==> src/rtl/de2_io_bridge.sv <==
`default_nettype none
// ============================================================================
// Module   : de2_io_bridge
// Brief    : DE2 board bridge. Debounces slide switches into a 32-bit word and
//            turns CPU writes of the LCD register into HD44780-timed cycles.
//            Define LCD_QUEUE_EN for a one-entry pending LCD request buffer.
// Revision : 1.0 - initial release
// ============================================================================
module de2_io_bridge #(
    parameter int NUM_SW        = 17,
    parameter int DEBOUNCE_CYC  = 500000,
    parameter int LCD_SETUP_CYC = 4,
    parameter int LCD_PULSE_CYC = 25,
    parameter int LCD_HOLD_CYC  = 2000
) (
    input  logic              clk_i,
    input  logic              rst_i,
    input  logic [NUM_SW-1:0] sw_raw_i,
    output logic [31:0]       sw_o,
    input  logic              lcd_req_i,
    input  logic [31:0]       lcd_word_i,
    output logic              lcd_busy_o,
    output logic              lcd_ovf_o,
    output logic [7:0]        lcd_data_o,
    output logic              lcd_rw_o,
    output logic              lcd_rs_o,
    output logic              lcd_en_o,
    output logic              lcd_on_o
);

    localparam int c_DCW = $clog2(DEBOUNCE_CYC + 1);
    localparam int c_MAX_PHASE =
        (LCD_HOLD_CYC > LCD_PULSE_CYC) ?
            ((LCD_HOLD_CYC > LCD_SETUP_CYC) ? LCD_HOLD_CYC : LCD_SETUP_CYC) :
            ((LCD_PULSE_CYC > LCD_SETUP_CYC) ? LCD_PULSE_CYC : LCD_SETUP_CYC);
    localparam int c_LCW = $clog2(c_MAX_PHASE + 1);

    localparam logic [c_LCW-1:0] c_SETUP_LD = c_LCW'(LCD_SETUP_CYC - 1);
    localparam logic [c_LCW-1:0] c_PULSE_LD = c_LCW'(LCD_PULSE_CYC - 1);
    localparam logic [c_LCW-1:0] c_HOLD_LD  = c_LCW'(LCD_HOLD_CYC - 1);

    localparam logic [1:0] S_IDLE  = 2'd0;
    localparam logic [1:0] S_SETUP = 2'd1;
    localparam logic [1:0] S_PULSE = 2'd2;
    localparam logic [1:0] S_HOLD  = 2'd3;

    // ------------------------------------------------------------------ switches
    logic [NUM_SW-1:0] r_sync1;
    logic [NUM_SW-1:0] r_sync2;
    logic [NUM_SW-1:0] w_stable;

    always_ff @(posedge clk_i) begin
        if (rst_i) begin
            r_sync1 <= '0;
            r_sync2 <= '0;
        end else begin
            r_sync1 <= sw_raw_i;
            r_sync2 <= r_sync1;
        end
    end

    for (genvar gi = 0; gi < NUM_SW; gi++) begin : g_debounce
        logic [c_DCW-1:0] r_cnt;
        logic             r_stable;

        // Any return to the stable value restarts the qualification window.
        always_ff @(posedge clk_i) begin
            if (rst_i) begin
                r_cnt    <= '0;
                r_stable <= 1'b0;
            end else if (r_sync2[gi] == r_stable) begin
                r_cnt <= '0;
            end else if (r_cnt == c_DCW'(DEBOUNCE_CYC - 1)) begin
                r_stable <= r_sync2[gi];
                r_cnt    <= '0;
            end else begin
                r_cnt <= r_cnt + c_DCW'(1);
            end
        end

        assign w_stable[gi] = r_stable;
    end

    always_comb begin
        sw_o             = '0;
        sw_o[NUM_SW-1:0] = w_stable;
    end

    // ----------------------------------------------------------------------- LCD
    logic [1:0]       r_state;
    logic [1:0]       w_state_nxt;
    logic [c_LCW-1:0] r_cnt;
    logic [c_LCW-1:0] w_cnt_nxt;
    logic             w_accept;
    logic [31:0]      w_acc_word;
    logic             w_ovf_set;
    logic             w_busy_nxt;
    logic             r_en;
    logic             r_busy;
    logic             r_ovf;
    logic [7:0]       r_data;
    logic             r_rw;
    logic             r_rs;
    logic             r_on;
`ifdef LCD_QUEUE_EN
    logic             r_pend_vld;
    logic             w_pend_vld_nxt;
    logic [31:0]      r_pend_word;
    logic [31:0]      w_pend_word_nxt;
`endif

    always_comb begin
        w_state_nxt = r_state;
        w_cnt_nxt   = r_cnt;
        w_accept    = 1'b0;
        w_acc_word  = lcd_word_i;
        w_ovf_set   = 1'b0;
`ifdef LCD_QUEUE_EN
        w_pend_vld_nxt  = r_pend_vld;
        w_pend_word_nxt = r_pend_word;
`endif
        case (r_state)
            S_IDLE: begin
`ifdef LCD_QUEUE_EN
                // A buffered request wins; a fresh strobe this cycle refills the buffer.
                if (r_pend_vld) begin
                    w_accept        = 1'b1;
                    w_acc_word      = r_pend_word;
                    w_pend_vld_nxt  = lcd_req_i;
                    w_pend_word_nxt = lcd_word_i;
                end else begin
                    w_accept = lcd_req_i;
                end
`else
                w_accept = lcd_req_i;
`endif
                if (w_accept) begin
                    w_state_nxt = S_SETUP;
                    w_cnt_nxt   = c_SETUP_LD;
                end
            end
            S_SETUP: begin
                if (r_cnt == '0) begin
                    w_state_nxt = S_PULSE;
                    w_cnt_nxt   = c_PULSE_LD;
                end else begin
                    w_cnt_nxt = r_cnt - c_LCW'(1);
                end
            end
            S_PULSE: begin
                if (r_cnt == '0) begin
                    w_state_nxt = S_HOLD;
                    w_cnt_nxt   = c_HOLD_LD;
                end else begin
                    w_cnt_nxt = r_cnt - c_LCW'(1);
                end
            end
            S_HOLD: begin
                if (r_cnt == '0) begin
                    w_state_nxt = S_IDLE;
                    w_cnt_nxt   = '0;
                end else begin
                    w_cnt_nxt = r_cnt - c_LCW'(1);
                end
            end
            default: begin
                w_state_nxt = S_IDLE;
                w_cnt_nxt   = '0;
            end
        endcase

        if ((r_state != S_IDLE) && lcd_req_i) begin
`ifdef LCD_QUEUE_EN
            if (!r_pend_vld) begin
                w_pend_vld_nxt  = 1'b1;
                w_pend_word_nxt = lcd_word_i;
            end else begin
                w_ovf_set = 1'b1;
            end
`else
            w_ovf_set = 1'b1;
`endif
        end

        w_busy_nxt = (w_state_nxt != S_IDLE);
`ifdef LCD_QUEUE_EN
        w_busy_nxt = w_busy_nxt | w_pend_vld_nxt;
`endif
    end

    // EN and BUSY are registered from the next state so the pins never glitch.
    always_ff @(posedge clk_i) begin
        if (rst_i) begin
            r_state <= S_IDLE;
            r_cnt   <= '0;
            r_en    <= 1'b0;
            r_busy  <= 1'b0;
            r_ovf   <= 1'b0;
            r_data  <= '0;
            r_rw    <= 1'b0;
            r_rs    <= 1'b0;
            r_on    <= 1'b0;
`ifdef LCD_QUEUE_EN
            r_pend_vld  <= 1'b0;
            r_pend_word <= '0;
`endif
        end else begin
            r_state <= w_state_nxt;
            r_cnt   <= w_cnt_nxt;
            r_en    <= (w_state_nxt == S_PULSE);
            r_busy  <= w_busy_nxt;
            if (w_ovf_set) begin
                r_ovf <= 1'b1;
            end
            if (w_accept) begin
                r_data <= w_acc_word[7:0];
                r_rw   <= w_acc_word[8];
                r_rs   <= w_acc_word[9];
                r_on   <= w_acc_word[31];
            end
`ifdef LCD_QUEUE_EN
            r_pend_vld  <= w_pend_vld_nxt;
            r_pend_word <= w_pend_word_nxt;
`endif
        end
    end

    logic w_unused;
    assign w_unused = &{1'b0, w_acc_word[30:10]};

    assign lcd_busy_o = r_busy;
    assign lcd_ovf_o  = r_ovf;
    assign lcd_data_o = r_data;
    assign lcd_rw_o   = r_rw;
    assign lcd_rs_o   = r_rs;
    assign lcd_en_o   = r_en;
    assign lcd_on_o   = r_on;

endmodule
`default_nettype wire

==> config.mk <==
export PLATFORM = sky130hd
export DESIGN_NAME = de2_io_bridge
export DESIGN_NICKNAME = d
export VERILOG_FILES = /design/src/rtl/de2_io_bridge.sv
export SDC_FILE = /design/constraint.sdc
export NUM_CORES = 1
export LEC_CHECK = 0
export CORE_ASPECT_RATIO = 1.25
export CORE_MARGIN = 1
export CORE_UTILIZATION = 40
export DETAILED_ROUTE_END_ITERATION = 7
export HOLD_SLACK_MARGIN = 0.05
export PLACE_DENSITY = 0.63
export SYNTH_ARGS = -nofsm -noshare
export SYNTH_HDL_FRONTEND = slang
export SYNTH_SLANG_ARGS = --single-unit
==> constraint.sdc <==
create_clock -name clk_i -period 2.17 [get_ports clk_i]
set_input_delay 0.5425 -clock clk_i [delete_from_list [all_inputs] [get_ports clk_i]]
set_output_delay 0.5425 -clock clk_i [all_outputs]
set_load 0.01 [all_outputs]
# Word level (Yosys, flattened, before mapping)

Index checks and enable logic that the tools add are counted.

Register bits: 401
Input bits: 52
Output and inout port bits: 46
Logic and storage cells: 170

$add $sub $neg: 18
Eq/ne operators: 39
Muxes and demuxes: 12
Bitwise logic cells: 17
Reduce and logical (&&, ||, !) cells: 39

Operator list:

| cell                                                | count |
|---|---|
| adder 19 x 1 -> 19 bit, second input constant       | 17 |
| equality test 19 bit, second input constant         | 17 |
| OR reduction 3 bit                                  | 17 |
| 2-to-1 mux 11 bit                                   | 4 |
| case mux 11 bit (4 select lines)                    | 1 |
| AND reduction 2 bit                                 | 17 |
| equality test 1 bit                                 | 17 |
| inverter 1 bit                                      | 17 |
| logical NOT 11 bit                                  | 1 |
| subtractor 11 x 1 -> 11 bit, second input constant  | 1 |
| 2-to-1 mux 2 bit                                    | 4 |
| case mux 2 bit (4 select lines)                     | 1 |
| equality test 2 bit, second input constant          | 3 |
| nonzero test 2 bit                                  | 2 |
| equality test 2 x 1 -> 1 bit, second input constant | 1 |
| logical NOT 2 bit                                   | 1 |
| 2-to-1 mux 1 bit                                    | 2 |
| inequality test 2 bit, second input constant        | 1 |
| logical AND 1 bit                                   | 1 |

# Longest topological paths before layout

Word-level depth: 4
Mapped depth: 7
Gate-level depth less buffers: 6

# Least setup slack after synthesis

No wires, ideal clock.

Path type: register to register
Start point: reg g_debounce[14].r_cnt[0]
End point: reg g_debounce[14].r_cnt[10]
Library setup time: 0.128 ns
Arrival time: 1.802 ns
Data required time: 2.042 ns
Setup slack: 0.240 ns
Stages on the path, launching flop included: 7
Buffers on the path: 1
Period minus slack after synthesis: 1.930 ns
Path through: dfxtp_1 ha_1 and4_1 nand4_1 o211ai_1 clkbuf_1 nor2_1

Word-level cells in the longest chain between the ends: 2
Elaborated cells on any way between the ends: 3
Those cells by class: add/sub (1); eq/ne (1); reduce/logical (1)

Ends and longest elaborated chain:

| element                                                                        | RTL line | source |
|---|---|---|
| start: declaration                                                             | 63       | `logic [c_DCW-1:0] r_cnt;` |
| start signal: assignment                                                       | 77       | `r_cnt <= r_cnt + c_DCW'(1);` |
| parallel branches: the longest is 2 deep, another holds adder 19 x 1 -> 19 bit | n/a      |  |

Parallel ways; which one is timed is not known.
A chain may end at the register's enable or synchronous reset.

# Worst setup path in the final report

Start point: reg g_debounce[11].r_stable
End point: out sw_o[11]

RTL lines:

| element                  | RTL line | source |
|---|---|---|
| start: declaration       | 64       | `logic r_stable;` |
| start signal: assignment | 74       | `r_stable <= r_sync2[gi];` |
| end: declaration         | 19       | `output logic [31:0] sw_o,` |

No word-level cell between the ends.

==> results.json <==
{
  "status": "finished, final reports clean",
  "grt_use_total": 0.154,
  "cts.sinks": 401,
  "synth_top_area_frac": 0.454,
  "arrival_ns": 1.58,
  "r2r_end": "g_debounce[13].r_cnt[18]",
  "gp_congestion": 0.824,
  "final_nets": 2181,
  "worst-r2r-setup-slack_ns": 0.21,
  "worst-path-buf-inv": 1,
  "async_flop_share": 0,
  "p_seq_frac": 0.461,
  "cp-endpoint": "sw_o[11]",
  "dp_slack_ns": 0.169,
  "synth_area_leader_cell": "dfxtp_1",
  "num_io_pins": 98,
  "setup_viol": 0,
  "cp-start-kind": "flop",
  "ys_warn_count": 0,
  "tightest_slew_ns": 0.647,
  "slew-limit-headroom": 0.564,
  "drtIter0Drc": 638,
  "p_per_area_mw_per_mm2": 820,
  "cts_inserted_buffers": 44,
  "dieArea_sq_mm": 0.0451,
  "ys_seq_area_frac": 0.454,
  "insertion_delay_ns": 0.56,
  "port_buffers": 61,
  "postSynthCellCount": 2029,
  "cts_tree": "done",
  "fin_setup_tns_ns": 0,
  "syn_to_final_growth_pct": 15.6,
  "fin_crit_sh": 0.976,
  "power.share.clock": 0.451,
  "routed-via-count": 14100,
  "dp_hpwl_um": 23500,
  "crit_path_max_fanout": 3,
  "antenna_found_initial": 0,
  "cap_violations": 0,
  "yosysMostFrequentCell": "dfxtp_1",
  "worst_hold_slack_ns": 0.252,
  "use_met1": 0.180,
  "ys_seq_elements": 401,
  "irDropWorstVdd_mv": 0.631,
  "wl_um": 34300,
  "startpoint": "g_debounce[11].r_stable",
  "firstDrtPassIters": 4,
  "skew_ns": 0.0161,
  "ant_nets": 0,
  "clk_pin_slew_ns": 0.06,
  "synthDistinctLibCells": 67,
  "max_stage_delay_ns": 0.58,
  "clockRootBuffer": "clkbuf_16",
  "fin_ws_ns": 0.0515,
  "drive_gt1_frac": 0.0748,
  "worst-path-stages": 1,
  "route.detailed.drc": 0,
  "synth_area_leaders": "dfxtp_1 45%, xnor2_1 6.2%, nor2_1 6.0%",
  "cts_max_path_buffers": 3,
  "synthTopCellsByCount": "401 x dfxtp_1, 283 x nor2_1, 128 x nand2_1",
  "crit_path_end_kind": "output pin",
  "via_per_inst": 5.20,
  "maxSlewViolCount": 0,
  "grt_pass1_wl_um": 60000,
  "wl_per_cell_um": 12.7,
  "leakagePower_nw": 6.28,
  "grt_pass1_vias": 13700,
  "p_int_mw": 12.9,
  "synth.avg_cell_area_sq_um": 8.72,
  "grt_overflow": 0,
  "reg2reg_depth": 5,
  "fmax_ghz": 0.472,
  "cts_setup_buffers": 0,
  "synth_ff_type": "dfxtp_1",
  "worstSetupPathType": "reg2out",
  "start_util": 0.408,
  "switching_share": 0.233,
  "hold_violations": 0,
  "syn-cell-area_sq_mm": 0.0177,
  "cp_slowest_cell": "clkdlybuf4s50_1",
  "die_h_um": 237,
  "fin_crit_ns": 2.12,
  "r2r-start": "g_debounce[13].r_cnt[0]",
  "worstPathCellList": "clkdlybuf4s50_1",
  "cts_max_level": 2,
  "cp.required_ns": 1.63,
  "critical_path.top_delay_family": "buffers and inverters",
  "core.rowCount": 85,
  "hp-class": "in2reg",
  "grt_setup_unrepaired": "false",
  "top_usage_layer": "met2",
  "grt_use_met2": 0.278,
  "antenna_cells": 0,
  "die_w_um": 190,
  "coreArea_sq_mm": 0.0434,
  "min_from": "rst_i",
  "p_sw_mw": 3.91,
  "synth_edf_count": 0,
  "p_comb_frac": 0.089,
  "grt_util_met3": 0.0288,
  "grt_max_degree": 38
}
==> cells by family (layout without fill, tap and decap cells) <==
| logic type | after synthesis | after routing | synth area share |
|---|---|---|---|
| fa+ha+maj | 19 | 19 | 0.0134 |
| compound gates | 260 | 260 | 0.0922 |
| simple gates | 948 | 948 | 0.283 |
| flops | 401 | 401 | 0.454 |
| buf+inv | 172 | 268 | 0.0443 |
| other cells | 1 | 15 | 0.000212 |
| xor+xnor | 228 | 228 | 0.113 |
==> metal layers <==
metal,wire (um),share of wire
met2,16900,0.49
met1,15200,0.44
met3,1340,0.039
met4,778,0.023
met5,0,0
==> timing repair <==
action                                 4_1_cts  5_1_grt
setup endpoints to repair                    0        1
gates resized for setup                      0        1
endpoints found under the hold margin        0        0
hold buffers                                 0        0
==> worst min-delay path by stage <==
stage	to	slack (ns)	cells past startpoint
2_1_floorplan	g_debounce[10].r_cnt[0]	0.41	1
6_report	r_state[0]	0.25	2
4_1_cts	r_state[0]	0.21	2
3_5_place_dp	r_sync2[5]	0.43	1
5_1_grt	r_state[1]	0.23	2
3_3_place_gp	r_sync2[5]	0.42	1
==> area by class of cell <==
class	count	area [sq um]
Sequential cell	401	8030
Clock buffer	66	1370
Clock inverter	9	120
Tap cell	565	707
Multi-Input combinational cell	1470	8950
Fill cell	4147	22900
Timing Repair Buffer	103	961
Inverter	90	338
==> power groups by stage <==
stage / registers [mW] / clock network, mW / logic, mW
finish: 7.73 / 7.56 / 1.49
global route: 7.76 / 8.13 / 1.66
CTS: 7.72 / 7.84 / 1.48
detailed placement: 7.88 / 0 / 1.47
global placement: 7.87 / 0 / 1.46
floorplan: 7.84 / 0 / 0.937
==> stage by stage <==
stage          total power [mW]  std cells  utilization  instance area [sq um]
4_1_cts                    17.0       2704        0.471                  20500
3_3_place_gp               9.33       2629        0.437                  19000
3_5_place_dp               9.35       2629        0.437                  19000
6_report                   16.8       2704        0.472                  20500
2_1_floorplan              8.78       2043            -                  17800
5_1_grt                    17.5       2704        0.472                  20500
==> cell usage in the layout (no fill, tap or decap), types with 6 or more instances in the layout <==
cell type,n
or4_1,43
o31ai_1,35
nor4b_1,20
nor4bb_1,9
clkdlybuf4s50_1,60
nor2_1,283
nor3_1,37
dfxtp_1,401
clkbuf_16,45
xnor2_1,125
and2_1,10
buf_4,40
inv_1,89
clkinv_2,6
a21oi_1,110
nor4_1,47
o21a_1,12
clkbuf_8,16
and3_1,17
or3_1,56
conb_1,15
and4_1,30
xor2_1,103
o21ai_0,53
ha_1,19
nor2b_1,35
or2_2,10
nand2_1,128
nand3_1,111
nand4_1,83
==> flip-flops by register name, summed over array words and instances (netlist names) <==
signal and count:
r_state 2, g_debounce.r_cnt 323, lcd_en_o 1, lcd_on_o 1
lcd_data_o 8, r_sync1 17, lcd_rw_o 1, lcd_busy_o 1
r_sync2 17, lcd_rs_o 1, r_cnt 11, g_debounce.r_stable 17
lcd_ovf_o 1
No activity file was read; power rests on OpenSTA's default activity.
